[config.mk]
export PLATFORM = sky130hd
export DESIGN_NAME = gemm_tile_sequencer_flat
export DESIGN_NICKNAME = d
export VERILOG_FILES = /design/src/rtl/gemm_tile_sequencer_pkg.sv /design/src/rtl/gemm_tile_sequencer_if.sv /design/src/rtl/gemm_tile_sequencer_counter.sv /design/src/rtl/gemm_tile_sequencer.sv /design/src/flat_wrapper.sv
export SDC_FILE = /design/constraint.sdc
export NUM_CORES = 1
export LEC_CHECK = 0
export BUFFER_PORTS_ARGS = -buffer_cell sky130_fd_sc_hd__buf_2
export CAP_MARGIN = 40
export CORE_ASPECT_RATIO = 0.75
export CORE_UTILIZATION = 60
export CTS_BUF_LIST = sky130_fd_sc_hd__clkbuf_4
export DETAILED_ROUTE_END_ITERATION = 8
export PLACE_DENSITY_LB_ADDON = 0.15
export SETUP_SLACK_MARGIN = 0.4
export SLEW_MARGIN = 20
export SYNTH_ARGS = -nofsm -noshare
export SYNTH_HDL_FRONTEND = slang
export SYNTH_HIERARCHICAL = 1
export SYNTH_SLANG_ARGS = --single-unit
[constraint.sdc]
create_clock -name clk -period 3.4 [get_ports clk]
set_input_delay 0.51 -clock clk [delete_from_list [all_inputs] [get_ports clk]]
set_output_delay 0.51 -clock clk [all_outputs]
set_load 0.01 [all_outputs]
[src/rtl/gemm_tile_sequencer_pkg.sv]
// Shared types and default array geometry for the GEMM tile sequencer.
package gemm_tile_sequencer_pkg;

  localparam int SMALL_SYS_ROWS = 16;
  localparam int SMALL_SYS_COLS = 16;

  typedef enum logic [1:0] {
    MODE_WIDE      = 2'b00,
    MODE_VERT      = 2'b01,
    MODE_TALL_WIDE = 2'b10,
    MODE_TALL      = 2'b11
  } gemm_mode_e;

  typedef enum logic [1:0] {
    S_IDLE   = 2'b00,
    S_DECODE = 2'b01,
    S_ISSUE  = 2'b10,
    S_DONE   = 2'b11
  } seq_state_e;

endpackage

[src/rtl/gemm_tile_sequencer_if.sv]
// Command and tile-descriptor channels of the GEMM tile sequencer.
interface gemm_tile_sequencer_if
  import gemm_tile_sequencer_pkg::*;
#(
  parameter int DIM_W = 8,
  parameter int LEN_W = 5
) ();

  logic             cmd_valid;
  logic             cmd_ready;
  logic [DIM_W-1:0] cmd_ksize;
  logic [DIM_W-1:0] cmd_nsize;
  logic             tile_valid;
  logic             tile_ready;
  gemm_mode_e       tile_mode;
  logic             tile_if_mux_sel;
  logic             tile_w_mux_sel;
  logic [DIM_W-1:0] tile_k_idx;
  logic [DIM_W-1:0] tile_n_idx;
  logic [LEN_W-1:0] tile_k_len;
  logic [LEN_W-1:0] tile_n_len;
  logic             tile_last;
  logic             busy;
  logic             done;

  // master is the sequencer; slave is the front-end plus datapath controller
  modport master (
    input  cmd_valid, cmd_ksize, cmd_nsize, tile_ready,
    output cmd_ready, tile_valid, tile_mode, tile_if_mux_sel, tile_w_mux_sel,
           tile_k_idx, tile_n_idx, tile_k_len, tile_n_len, tile_last, busy, done
  );

  modport slave (
    output cmd_valid, cmd_ksize, cmd_nsize, tile_ready,
    input  cmd_ready, tile_valid, tile_mode, tile_if_mux_sel, tile_w_mux_sel,
           tile_k_idx, tile_n_idx, tile_k_len, tile_n_len, tile_last, busy, done
  );

endinterface

[src/rtl/gemm_tile_sequencer_counter.sv]
// One tiling dimension: tile count, current index with wrap, and remainder length.
module gemm_tile_counter #(
  parameter int DIM_W = 8,
  parameter int TILE  = 16,
  parameter int LEN_W = 5
) (
  input  logic             clk,
  input  logic             rst,
  input  logic [DIM_W-1:0] size,
  input  logic             clear,
  input  logic             step,
  output logic [DIM_W-1:0] idx,
  output logic [LEN_W-1:0] len,
  output logic             last
);

  localparam int CNT_W = DIM_W + 1;
  localparam logic [CNT_W-1:0] TILE_C  = CNT_W'(TILE);
  localparam logic [CNT_W-1:0] TILE_M1 = CNT_W'(TILE - 1);

  logic [CNT_W-1:0] tiles_q;
  logic [CNT_W-1:0] tiles_d;
  logic [CNT_W-1:0] base_q;
  logic [CNT_W-1:0] rem;

  // The extra bit keeps size + TILE-1 from wrapping at the maximum size
  generate
    if ((TILE & (TILE - 1)) == 0) begin : g_shift
      assign tiles_d = ({1'b0, size} + TILE_M1) >> $clog2(TILE);
    end else begin : g_div
      assign tiles_d = ({1'b0, size} + TILE_M1) / TILE_C;
    end
  endgenerate

  assign rem  = {1'b0, size} - base_q;
  assign len  = (rem > TILE_C) ? LEN_W'(TILE) : LEN_W'(rem);
  assign last = ({1'b0, idx} == (tiles_q - CNT_W'(1)));

  // base_q tracks idx*TILE incrementally so no multiplier is needed
  always_ff @(posedge clk) begin
    if (rst) begin
      tiles_q <= '0;
      idx     <= '0;
      base_q  <= '0;
    end else if (clear) begin
      tiles_q <= tiles_d;
      idx     <= '0;
      base_q  <= '0;
    end else if (step) begin
      if (last) begin
        idx    <= '0;
        base_q <= '0;
      end else begin
        idx    <= idx + DIM_W'(1);
        base_q <= base_q + TILE_C;
      end
    end
  end

endmodule

[src/rtl/gemm_tile_sequencer.sv]
// Splits a GEMM command into K-inner/N-outer tile descriptors for the systolic array.
// Optional GEMM_TILE_SEQ_PERF_EN adds perf_stall_cnt (ISSUE cycles stalled by the consumer).
module gemm_tile_sequencer
  import gemm_tile_sequencer_pkg::*;
#(
  parameter int DIM_W    = 8,
  parameter int SYS_ROWS = SMALL_SYS_ROWS,
  parameter int SYS_COLS = SMALL_SYS_COLS,
  parameter int LEN_W    = $clog2((SYS_ROWS > SYS_COLS) ? SYS_ROWS : SYS_COLS) + 1
) (
  input  logic                  clk,
  input  logic                  rst,
  gemm_tile_sequencer_if.master bus
`ifdef GEMM_TILE_SEQ_PERF_EN
  ,
  output logic [31:0]           perf_stall_cnt
`endif
);

  seq_state_e       state_q;
  seq_state_e       state_d;
  logic [DIM_W-1:0] ksize_q;
  logic [DIM_W-1:0] nsize_q;
  gemm_mode_e       mode_q;
  logic             if_sel_q;
  logic             w_sel_q;
  logic             accept;
  logic             handshake;
  logic             zero_size;
  logic             tall;
  logic             wide;
  logic             k_last;
  logic             n_last;
  logic [DIM_W-1:0] k_idx;
  logic [DIM_W-1:0] n_idx;
  logic [LEN_W-1:0] k_len;
  logic [LEN_W-1:0] n_len;

  assign accept    = (state_q == S_IDLE) && bus.cmd_valid;
  assign handshake = (state_q == S_ISSUE) && bus.tile_ready;
  assign zero_size = (ksize_q == '0) || (nsize_q == '0);
  assign tall      = 32'(ksize_q) <= SYS_ROWS;
  assign wide      = 32'(nsize_q) > SYS_COLS;

  always_ff @(posedge clk) begin
    if (rst) state_q <= S_IDLE;
    else     state_q <= state_d;
  end

  always_comb begin
    state_d = state_q;
    case (state_q)
      S_IDLE:   if (bus.cmd_valid) state_d = S_DECODE;
      S_DECODE: state_d = zero_size ? S_DONE : S_ISSUE;
      S_ISSUE:  if (bus.tile_ready && k_last && n_last) state_d = S_DONE;
      S_DONE:   state_d = S_IDLE;
      default:  state_d = S_IDLE;
    endcase
  end

  // Mode and selects persist past DONE so the datapath keeps its configuration
  always_ff @(posedge clk) begin
    if (rst) begin
      ksize_q  <= '0;
      nsize_q  <= '0;
      mode_q   <= MODE_WIDE;
      if_sel_q <= 1'b0;
      w_sel_q  <= 1'b0;
    end else begin
      if (accept) begin
        ksize_q <= bus.cmd_ksize;
        nsize_q <= bus.cmd_nsize;
      end
      if (state_q == S_DECODE) begin
        mode_q   <= gemm_mode_e'({tall, !wide});
        if_sel_q <= !tall;
        w_sel_q  <= tall;
      end
    end
  end

  gemm_tile_counter #(.DIM_W(DIM_W), .TILE(SYS_ROWS), .LEN_W(LEN_W)) u_k_cnt (
    .clk   (clk),
    .rst   (rst),
    .size  (ksize_q),
    .clear (state_q == S_DECODE),
    .step  (handshake),
    .idx   (k_idx),
    .len   (k_len),
    .last  (k_last)
  );

  gemm_tile_counter #(.DIM_W(DIM_W), .TILE(SYS_COLS), .LEN_W(LEN_W)) u_n_cnt (
    .clk   (clk),
    .rst   (rst),
    .size  (nsize_q),
    .clear (state_q == S_DECODE),
    .step  (handshake && k_last),
    .idx   (n_idx),
    .len   (n_len),
    .last  (n_last)
  );

  // Everything is forced low while rst is held, even before the reset edge lands
  always_comb begin
    bus.cmd_ready       = 1'b0;
    bus.tile_valid      = 1'b0;
    bus.busy            = 1'b0;
    bus.done            = 1'b0;
    bus.tile_mode       = MODE_WIDE;
    bus.tile_if_mux_sel = 1'b0;
    bus.tile_w_mux_sel  = 1'b0;
    bus.tile_k_idx      = '0;
    bus.tile_n_idx      = '0;
    bus.tile_k_len      = '0;
    bus.tile_n_len      = '0;
    bus.tile_last       = 1'b0;
    if (!rst) begin
      bus.cmd_ready       = (state_q == S_IDLE);
      bus.tile_valid      = (state_q == S_ISSUE);
      bus.busy            = (state_q != S_IDLE);
      bus.done            = (state_q == S_DONE);
      bus.tile_mode       = mode_q;
      bus.tile_if_mux_sel = if_sel_q;
      bus.tile_w_mux_sel  = w_sel_q;
      bus.tile_k_idx      = k_idx;
      bus.tile_n_idx      = n_idx;
      bus.tile_k_len      = k_len;
      bus.tile_n_len      = n_len;
      bus.tile_last       = (state_q == S_ISSUE) && k_last && n_last;
    end
  end

`ifdef GEMM_TILE_SEQ_PERF_EN
  always_ff @(posedge clk) begin
    if (rst || accept) begin
      perf_stall_cnt <= '0;
    end else if ((state_q == S_ISSUE) && !bus.tile_ready && (perf_stall_cnt != '1)) begin
      perf_stall_cnt <= perf_stall_cnt + 32'd1;
    end
  end
`endif

endmodule

[src/flat_wrapper.sv]
// flat-port wrapper written by rule: the top's interface ports become plain ports
module gemm_tile_sequencer_flat import gemm_tile_sequencer_pkg::*;
#(
  parameter int DIM_W    = 8,
  parameter int SYS_ROWS = SMALL_SYS_ROWS,
  parameter int SYS_COLS = SMALL_SYS_COLS,
  parameter int LEN_W    = $clog2((SYS_ROWS > SYS_COLS) ? SYS_ROWS : SYS_COLS) + 1
)
  (clk, rst, bus_cmd_valid, bus_cmd_ksize, bus_cmd_nsize, bus_tile_ready, bus_cmd_ready, bus_tile_valid, bus_tile_mode, bus_tile_if_mux_sel, bus_tile_w_mux_sel, bus_tile_k_idx, bus_tile_n_idx, bus_tile_k_len, bus_tile_n_len, bus_tile_last, bus_busy, bus_done);
  gemm_tile_sequencer_if #(.DIM_W(DIM_W), .LEN_W(LEN_W)) bus_i ();
  input  logic clk;
  input  logic rst;
  input wire logic [$bits(bus_i.cmd_valid)-1:0] bus_cmd_valid;
  input wire logic [$bits(bus_i.cmd_ksize)-1:0] bus_cmd_ksize;
  input wire logic [$bits(bus_i.cmd_nsize)-1:0] bus_cmd_nsize;
  input wire logic [$bits(bus_i.tile_ready)-1:0] bus_tile_ready;
  output wire logic [$bits(bus_i.cmd_ready)-1:0] bus_cmd_ready;
  output wire logic [$bits(bus_i.tile_valid)-1:0] bus_tile_valid;
  output wire logic [$bits(bus_i.tile_mode)-1:0] bus_tile_mode;
  output wire logic [$bits(bus_i.tile_if_mux_sel)-1:0] bus_tile_if_mux_sel;
  output wire logic [$bits(bus_i.tile_w_mux_sel)-1:0] bus_tile_w_mux_sel;
  output wire logic [$bits(bus_i.tile_k_idx)-1:0] bus_tile_k_idx;
  output wire logic [$bits(bus_i.tile_n_idx)-1:0] bus_tile_n_idx;
  output wire logic [$bits(bus_i.tile_k_len)-1:0] bus_tile_k_len;
  output wire logic [$bits(bus_i.tile_n_len)-1:0] bus_tile_n_len;
  output wire logic [$bits(bus_i.tile_last)-1:0] bus_tile_last;
  output wire logic [$bits(bus_i.busy)-1:0] bus_busy;
  output wire logic [$bits(bus_i.done)-1:0] bus_done;
  assign bus_i.cmd_valid = bus_cmd_valid;
  assign bus_i.cmd_ksize = bus_cmd_ksize;
  assign bus_i.cmd_nsize = bus_cmd_nsize;
  assign bus_i.tile_ready = bus_tile_ready;
  assign bus_cmd_ready = bus_i.cmd_ready;
  assign bus_tile_valid = bus_i.tile_valid;
  assign bus_tile_mode = bus_i.tile_mode;
  assign bus_tile_if_mux_sel = bus_i.tile_if_mux_sel;
  assign bus_tile_w_mux_sel = bus_i.tile_w_mux_sel;
  assign bus_tile_k_idx = bus_i.tile_k_idx;
  assign bus_tile_n_idx = bus_i.tile_n_idx;
  assign bus_tile_k_len = bus_i.tile_k_len;
  assign bus_tile_n_len = bus_i.tile_n_len;
  assign bus_tile_last = bus_i.tile_last;
  assign bus_busy = bus_i.busy;
  assign bus_done = bus_i.done;
  gemm_tile_sequencer #(.DIM_W(DIM_W), .SYS_ROWS(SYS_ROWS), .SYS_COLS(SYS_COLS), .LEN_W(LEN_W)) u_core (.clk(clk), .rst(rst), .bus(bus_i));
endmodule
==> results of run 1 <==
[metal layers]
metal / share of wire (%) / track usage, % / routed length [um]
met1: 47 / 40.45 / 4473
met3: 6.0 / 7.742 / 570
met5: 0 / 0 / 0
met4: 1.1 / 7.521 / 103
met2: 46 / 46.08 / 4321
[critical path: cells and delay by family, from the launching register on]
family / cells / cell delay, ns
buf+inv: 2 / 0.17
simple gates: 4 / 1.27
flops: 1 / 0.34
xor+xnor: 1 / 0.12
fa+ha+maj: 1 / 0.30
[final cells by class]
| type | count | area [um2] | share of cell area [%] |
|---|---|---|---|
| timing repair buffer | 84 | 499.2 | 10.82 |
| tap | 78 | 97.59 | 2.116 |
| multi-input combinational | 381 | 2646 | 57.36 |
| clock inverter | 5 | 23.77 | 0.5153 |
| clock buffer | 10 | 75.07 | 1.627 |
| sequential | 57 | 1174 | 25.44 |
| inverter | 26 | 97.59 | 2.116 |
[layout by cell type (no fill, tap or decap), types with 17 or more instances in the layout]
| master | netlist | routed |
|---|---|---|
| nand2_1 | 70 | 69 |
| a21oi_1 | 34 | 33 |
| inv_1 | 26 | 18 |
| dfxtp_1 | 57 | 37 |
| dfxtp_2 | 0 | 17 |
| nor2_1 | 45 | 43 |
| buf_4 | 1 | 29 |
| nor2b_1 | 43 | 42 |
| buf_2 | 0 | 54 |
| xnor2_1 | 30 | 30 |
[worst max-delay path by stage]
stage / start / endpoint / slack [ns] / depth (start not counted)
6_report: u_core/u_k_cnt/tiles_q[0] / bus_tile_last / 0.30 / 8
5_1_grt: u_core/u_k_cnt/tiles_q[0] / bus_tile_last / 0.18 / 8
4_1_cts: u_core/u_n_cnt/tiles_q[1] / bus_tile_last / 0.31 / 8
3_5_place_dp: u_core/u_k_cnt/tiles_q[0] / u_core/u_n_cnt/base_q[6] / 0.27 / 10
3_3_place_gp: u_core/u_k_cnt/tiles_q[0] / u_core/u_n_cnt/idx[3] / 0.40 / 10
2_1_floorplan: u_core/u_k_cnt/tiles_q[0] / u_core/u_n_cnt/idx[7] / 0.47 / 13
[flip-flops by register name, indices dropped and copies added, names as in the netlist]
name,flops
u_core/ksize_q,8
u_core/if_sel_q,1
u_core/nsize_q,8
u_core/u_n_cnt/tiles_q,5
u_core/u_k_cnt/tiles_q,5
u_core/u_k_cnt/idx,8
u_core/state_q,2
u_core/u_n_cnt/base_q,5
u_core/u_k_cnt/base_q,5
u_core/mode_q,2
u_core/u_n_cnt/idx,8
[power groups by stage]
| stage | Combinational (mW) | Sequential [mW] | Clock (mW) |
|---|---|---|---|
| after floorplan | 1.05 | 0.876 | 0 |
| final | 1.63 | 0.912 | 0.394 |
| after global routing | 1.77 | 0.926 | 0.436 |
| after detailed placement | 1.34 | 0.912 | 0 |
| after global placement | 1.29 | 0.906 | 0 |
| after CTS | 1.50 | 0.905 | 0.397 |
[cells by family after synthesis]
logic type	share of synthesized area (%)
adders and majority gates	6.974
AOI/OAI and AO/OA	15.28
xor gates and xnor gates	10.23
other	0.1993
DFF	30.29
muxes	2.192
buffers and inverters	5.081
and+or+nand+nor	29.76
[what timing repair did]
action	CTS	global route
resized for setup	55	15
buffers inserted	19	4
pin swaps	22	15
endpoints found under the setup margin	19	19
[per-stage QoR]
step                      std cells  area, um2  hold WS (ns)  worst slack [ns]  total power, mW
final                           641       4613        0.3475            0.3002            2.939
after global routing            641       4613        0.3177            0.1850            3.135
after CTS                       637       4512        0.3250            0.3112            2.806
after detailed placement        603       4094        0.4834            0.2748            2.253
after global placement          603       4094        0.4700            0.4035            2.195
after floorplan                 484       3769        0.4458            0.4681            1.928
==> summary.txt, run 1 <==
Critical path
  • CP Class: register to output pin
  • R2R cell count: 10
  • Worst flop-to-flop path endpoint: u_core/u_n_cnt/base_q[8]
  • CP max FO: 3
  • Critical-path cell list: inv_1, ha_1, xnor2_1, or4_1, or4_4, nor2_4, and4b_1, buf_2
  • Worst Setup Start Kind: register
  • Reg2reg setup slack: 0.52 ns
  • Crit end category: output pin
  • Reg2reg start: u_core/u_k_cnt/tiles_q[0]
  • Crit path DAT: 2.59 ns
  • Slowest cell on crit path: or4_4
  • CP Data Required Time: 2.89 ns
  • Max stage delay on crit path: 0.52 ns

Yosys
  • Post-synth top area cell: dfxtp_1
  • Average size of a mapped cell: a little under 8 um2
  • Async S/R FF share, synth: 0%
  • Main flop type after synthesis: dfxtp_1
  • Post-synth top area share: 30.29%
  • Top cells by area, synth: dfxtp_1, nor2b_1, ha_1
  • Yosys warns: 6
  • Register bit total from synthesis: 57
  • Sequential area share after synthesis: 30.29%
  • Syn_nets: 525
  • EDFF count, synth: 0
  • Yosys cell types: between 40 and 50
  • Top-count cell post-synth: nand2_1
  • Mapped Area: 3767 um2
  • Synth top cells by count: nand2_1, dfxtp_1, nor2_1, nor2b_1, a21oi_1
  • Cell count after synthesis: 484

Timing
  • Slew headroom: 47.80%
  • Max Slew Vio Count: 0
  • Least-Margin Pin Slew: between 0.7 and 0.8 ns
  • RSZ-0062 raised after global routing: yes
  • Clk_skew: 0.01478 ns
  • F_max: 0.3226 GHz
  • Final setup fails: 0
  • Fin. Hold Viols: 0
  • Tmin final: 3.100 ns
  • Setup TNS: 0 ns
  • Part of the cycle the worst path needs: 91.17%

Drt
  • Length of the first detailed-routing pass in iterations: 6
  • WL/cell: 14.77 um
  • DRT iter0 DRCs: 181
  • Residual DRC: 0
  • Vias/cell: 5.721
  • Total Wirelength: around 9.5 mm
  • Antenna Violating Nets Remaining: 0
  • Total number of vias: 3,667

Die
  • Die height: between 70 and 80 um
  • Row count: 24
  • Core area: 5946 um2
  • Starting Density: 63.36%
  • Die Area: 6603 um2
  • I/O Pins: 55
  • DIE WIDTH: 93.50 um

Finish
  • Core occupancy in the finished layout: between 70% and 80%
  • Diodes inserted: 0
  • Nets: 600
  • Layout cells sized above 1: 29.48%
  • Fillcell total: 424
  • Synthesis-to-layout area growth: 22.45%

Power
  • Seq pwr share: 31.0%
  • LEAKAGE: 1.861 nW
  • Switch Pwr: 1.268 mW
  • Worst VDD drop: 357.4 uV
  • Pint: 1.671 mW
  • Pwr dens: 637.1 nW/um2
  • Sw Ratio: 43.13%
  • Clock power share: 13.4%
  • Combinational share of power: 55.6%

Clock network
  • Worst-path clk slew: about 0.09 ns
  • CTS max path bufs: 2
  • H-tree levels: 3
  • Clock sink count: 57
  • CTS tree: built
  • Clk root buf: clkbuf_4
  • Num CTS Buffers: 9
  • Clk_lat worst skew: 0.40 ns
  • CTS Hold Bufs: 0

Global route
  • Largest net degree at the start of global routing: 25
  • Antenna violations before repair: 0
  • Vias in the first global route: 3,398
  • Total grt overflow: 0
  • Total global-route track usage: 29.43%
  • First-pass GRT wire length: approximately 16 mm

Run
  • Number of max-cap violations: 0

Status
  • Run status: finished, final reports clean

Placed design
  • DP HPWL: roughly 6.3 mm
  • Gp weighted congestion: 0.8244
  • I/O Buffers: 54

Worst hold path
  • Hold wc startpoint: bus_cmd_ksize[4]
  • Hold Path End: u_core/ksize_q[4]
  • Hold crit path type: primary input to register
  • Hold Path Depth: 3
Note: power is estimated with default switching activity, not from simulation.
==> run 2, diff against run 1 <==
--- a/config.mk
+++ b/config.mk
@@ -11,6 +11,7 @@
 export CORE_UTILIZATION = 60
 export CTS_BUF_LIST = sky130_fd_sc_hd__clkbuf_4
 export DETAILED_ROUTE_END_ITERATION = 8
+export MAX_ROUTING_LAYER = met4
 export PLACE_DENSITY_LB_ADDON = 0.15
 export SETUP_SLACK_MARGIN = 0.4
 export SLEW_MARGIN = 20
==> constraint.sdc (replaced) <==
create_clock -name clk -period 3.3 [get_ports clk]
set_input_delay 0.495 -clock clk [delete_from_list [all_inputs] [get_ports clk]]
set_output_delay 0.495 -clock clk [all_outputs]
set_load 0.01 [all_outputs]
==> run 2 against run 1 <==
- clock skew decreased by 0.0013 ns
- combinational power increased by 9%
- total power increased by 5.6%
- flip-flop and latch count unchanged
- core utilization increased by 0.53 points
- sequential share of layout area decreased by 0.33 points
- wire length increased by 5.7%
- worst hold slack got worse by 0.012 ns
==> summary.txt, run 2 (synthesis results as in run 1) <==
Timing
  • Hold Worst Slack: 0.3358 ns
  • Fin. Hold Viols: 0
  • Setup TNS: 0 ns
  • F_max: 0.3259 GHz
  • Least-Margin Pin Slew: roughly 0.80 ns
  • Part of the cycle the worst path needs: 92.99%
  • Clk_skew: 0.01345 ns
  • Tmin final: between 3 and 4 ns
  • RSZ-0062 raised after global routing: yes
  • Final setup fails: 0
  • Max Slew Vio Count: 0
  • Slew headroom: around 47%

Clock network
  • CTS tree: built
  • Num CTS Buffers: 9
  • Clk root buf: clkbuf_4
  • H-tree levels: 3
  • Clock sink count: 57
  • Worst-path clk slew: 0.09 ns
  • CTS max path bufs: 2
  • Clk_lat worst skew: 0.40 ns

Drt
  • Total number of vias: between 3,000 and 4,000
  • Residual DRC: 0
  • Vias/cell: 5.819
  • Antenna Violating Nets Remaining: 0
  • WL/cell: 15.60 um
  • Total Wirelength: 10.01 mm
  • DRT iter0 DRCs: ~230
  • Length of the first detailed-routing pass in iterations: 4

Die
  • Starting Density: 63.36%
  • Die height: 70.63 um
  • Die Area: 6603 um2
  • I/O Pins: 55
  • Row count: 24
  • DIE WIDTH: 93.50 um
  • Core area: 5946 um2

Critical path
  • Reg2reg setup slack: 0.46 ns
  • Worst Setup Start Kind: register
  • Crit end category: output pin
  • Crit path DAT: between 2 and 3 ns
  • Crit path capture: bus_tile_n_len[4]
  • CP max FO: 5
  • CP Data Required Time: 2.80 ns
  • CP Launch Point: u_core/u_n_cnt/base_q[7]
  • Reg2reg start: u_core/u_k_cnt/tiles_q[1]
  • CP Class: register to output pin
  • R2R cell count: 12
  • Worst flop-to-flop path endpoint: u_core/u_n_cnt/idx[6]

Placed design
  • Placed Area: 4094 um2
  • DP HPWL: 6.147 mm
  • I/O Buffers: 54
  • Gp weighted congestion: 0.8331

Finish
  • Nets: 601
  • Most common cell after layout, fill and taps aside: nand2_1
  • Fillcell total: 425
  • Diodes inserted: 0
  • Core occupancy in the finished layout: 78.11%
  • Layout cells sized above 1: 30.14%
  • Design Area, Final: about 4600 um2
  • Synthesis-to-layout area growth: 23.28%
  • Commonest cells after routing, fill and taps aside: nand2_1, buf_2, nor2_1, nor2b_1, dfxtp_1

Power
  • Worst VDD drop: 391.3 uV
  • LEAKAGE: 1.870 nW
  • Pwr dens: 668.5 nW/um2
  • Tot Pwr: 3.105 mW

Status
  • Run status: finished, final reports clean

Global route
  • Largest net degree at the start of global routing: 25
  • Vias in the first global route: ~3,400
  • Total global-route track usage: 31.06%
  • First-pass GRT wire length: ~16 mm
  • Total grt overflow: 0
  • Antenna violations before repair: 0

Run
  • Number of max-cap violations: 0

Worst hold path
  • Hold crit path type: primary input to register
-- run 2: changes by cell type in the layout (fill, tap and decap cells not counted), sizes merged --
cell / previous run / this run
clkbuf: 10 / 9
clkinv: 5 / 6
buf: 84 / 85
-- run 2: layout make-up --
class | instances | area (um2) | area share (%)
Timing Repair Buffer | 85 | 506.7 | 10.91
Clock buffer | 9 | 67.56 | 1.455
Tap cell | 78 | 97.59 | 2.101
Clock inverter | 6 | 26.28 | 0.5657
Sequential cell | 57 | 1166 | 25.11
Multi-Input combinational cell | 381 | 2683 | 57.76
Inverter | 26 | 97.59 | 2.101
-- run 2: how the worst min path moves through the flow --
| stage | to | slack, ns | depth (start not counted) | start |
|---|---|---|---|---|
| CTS | u_core/nsize_q[2] | 0.32 | 3 | bus_cmd_nsize[2] |
| finish | u_core/nsize_q[2] | 0.34 | 3 | bus_cmd_nsize[2] |
| global placement | u_core/mode_q[0] | 0.47 | 2 | u_core/mode_q[0] |
| detailed placement | u_core/mode_q[1] | 0.48 | 2 | u_core/mode_q[1] |
| global route | u_core/ksize_q[0] | 0.33 | 3 | bus_cmd_ksize[0] |
| floorplan | u_core/mode_q[1] | 0.45 | 2 | u_core/mode_q[1] |
-- run 2: per-layer routing --
metal  vias to the layer above  share of wire (%)  track usage [%]
li1                       1820                  -                -
met1                      1729                 45            38.45
met2                       166                 46            49.59
met3                        21                6.4            7.634
met4                         0                2.4            10.60
met5                         -                  0                -
-- run 2: what timing repair did --
item                                    4_1_cts  5_1_grt
cloned                                        0        0
resized for setup                            62       11
hold buffers                                  0        0
buffers inserted                             20        4
endpoints found under the setup margin       21       19
pin swaps                                    29       10
-- run 2: power by group --
group / total, mW / internal (mW) / switching [mW]
sequential: 0.942 / 0.801 / 0.141
clock: 0.393 / 0.139 / 0.254
combinational: 1.77 / 0.807 / 0.962
-- run 2: critical path, cell delays in order (launching register included) --
cell and delay [ns]:
dfxtp_2 0.34, inv_1 0.08, ha_4 0.30, nand2_1 0.12, o221ai_2 0.21, o311ai_2 0.17, or3_4 0.39, or3_1 0.31
nor2b_1 0.13, buf_2 0.13
-- run 2: per-stage QoR --
stage,worst slack [ns],cells
floorplan,0.4033,484
global placement,0.3076,603
detailed placement,0.1544,603
CTS,0.2963,638
global route,0.09851,642
finish,0.2312,642
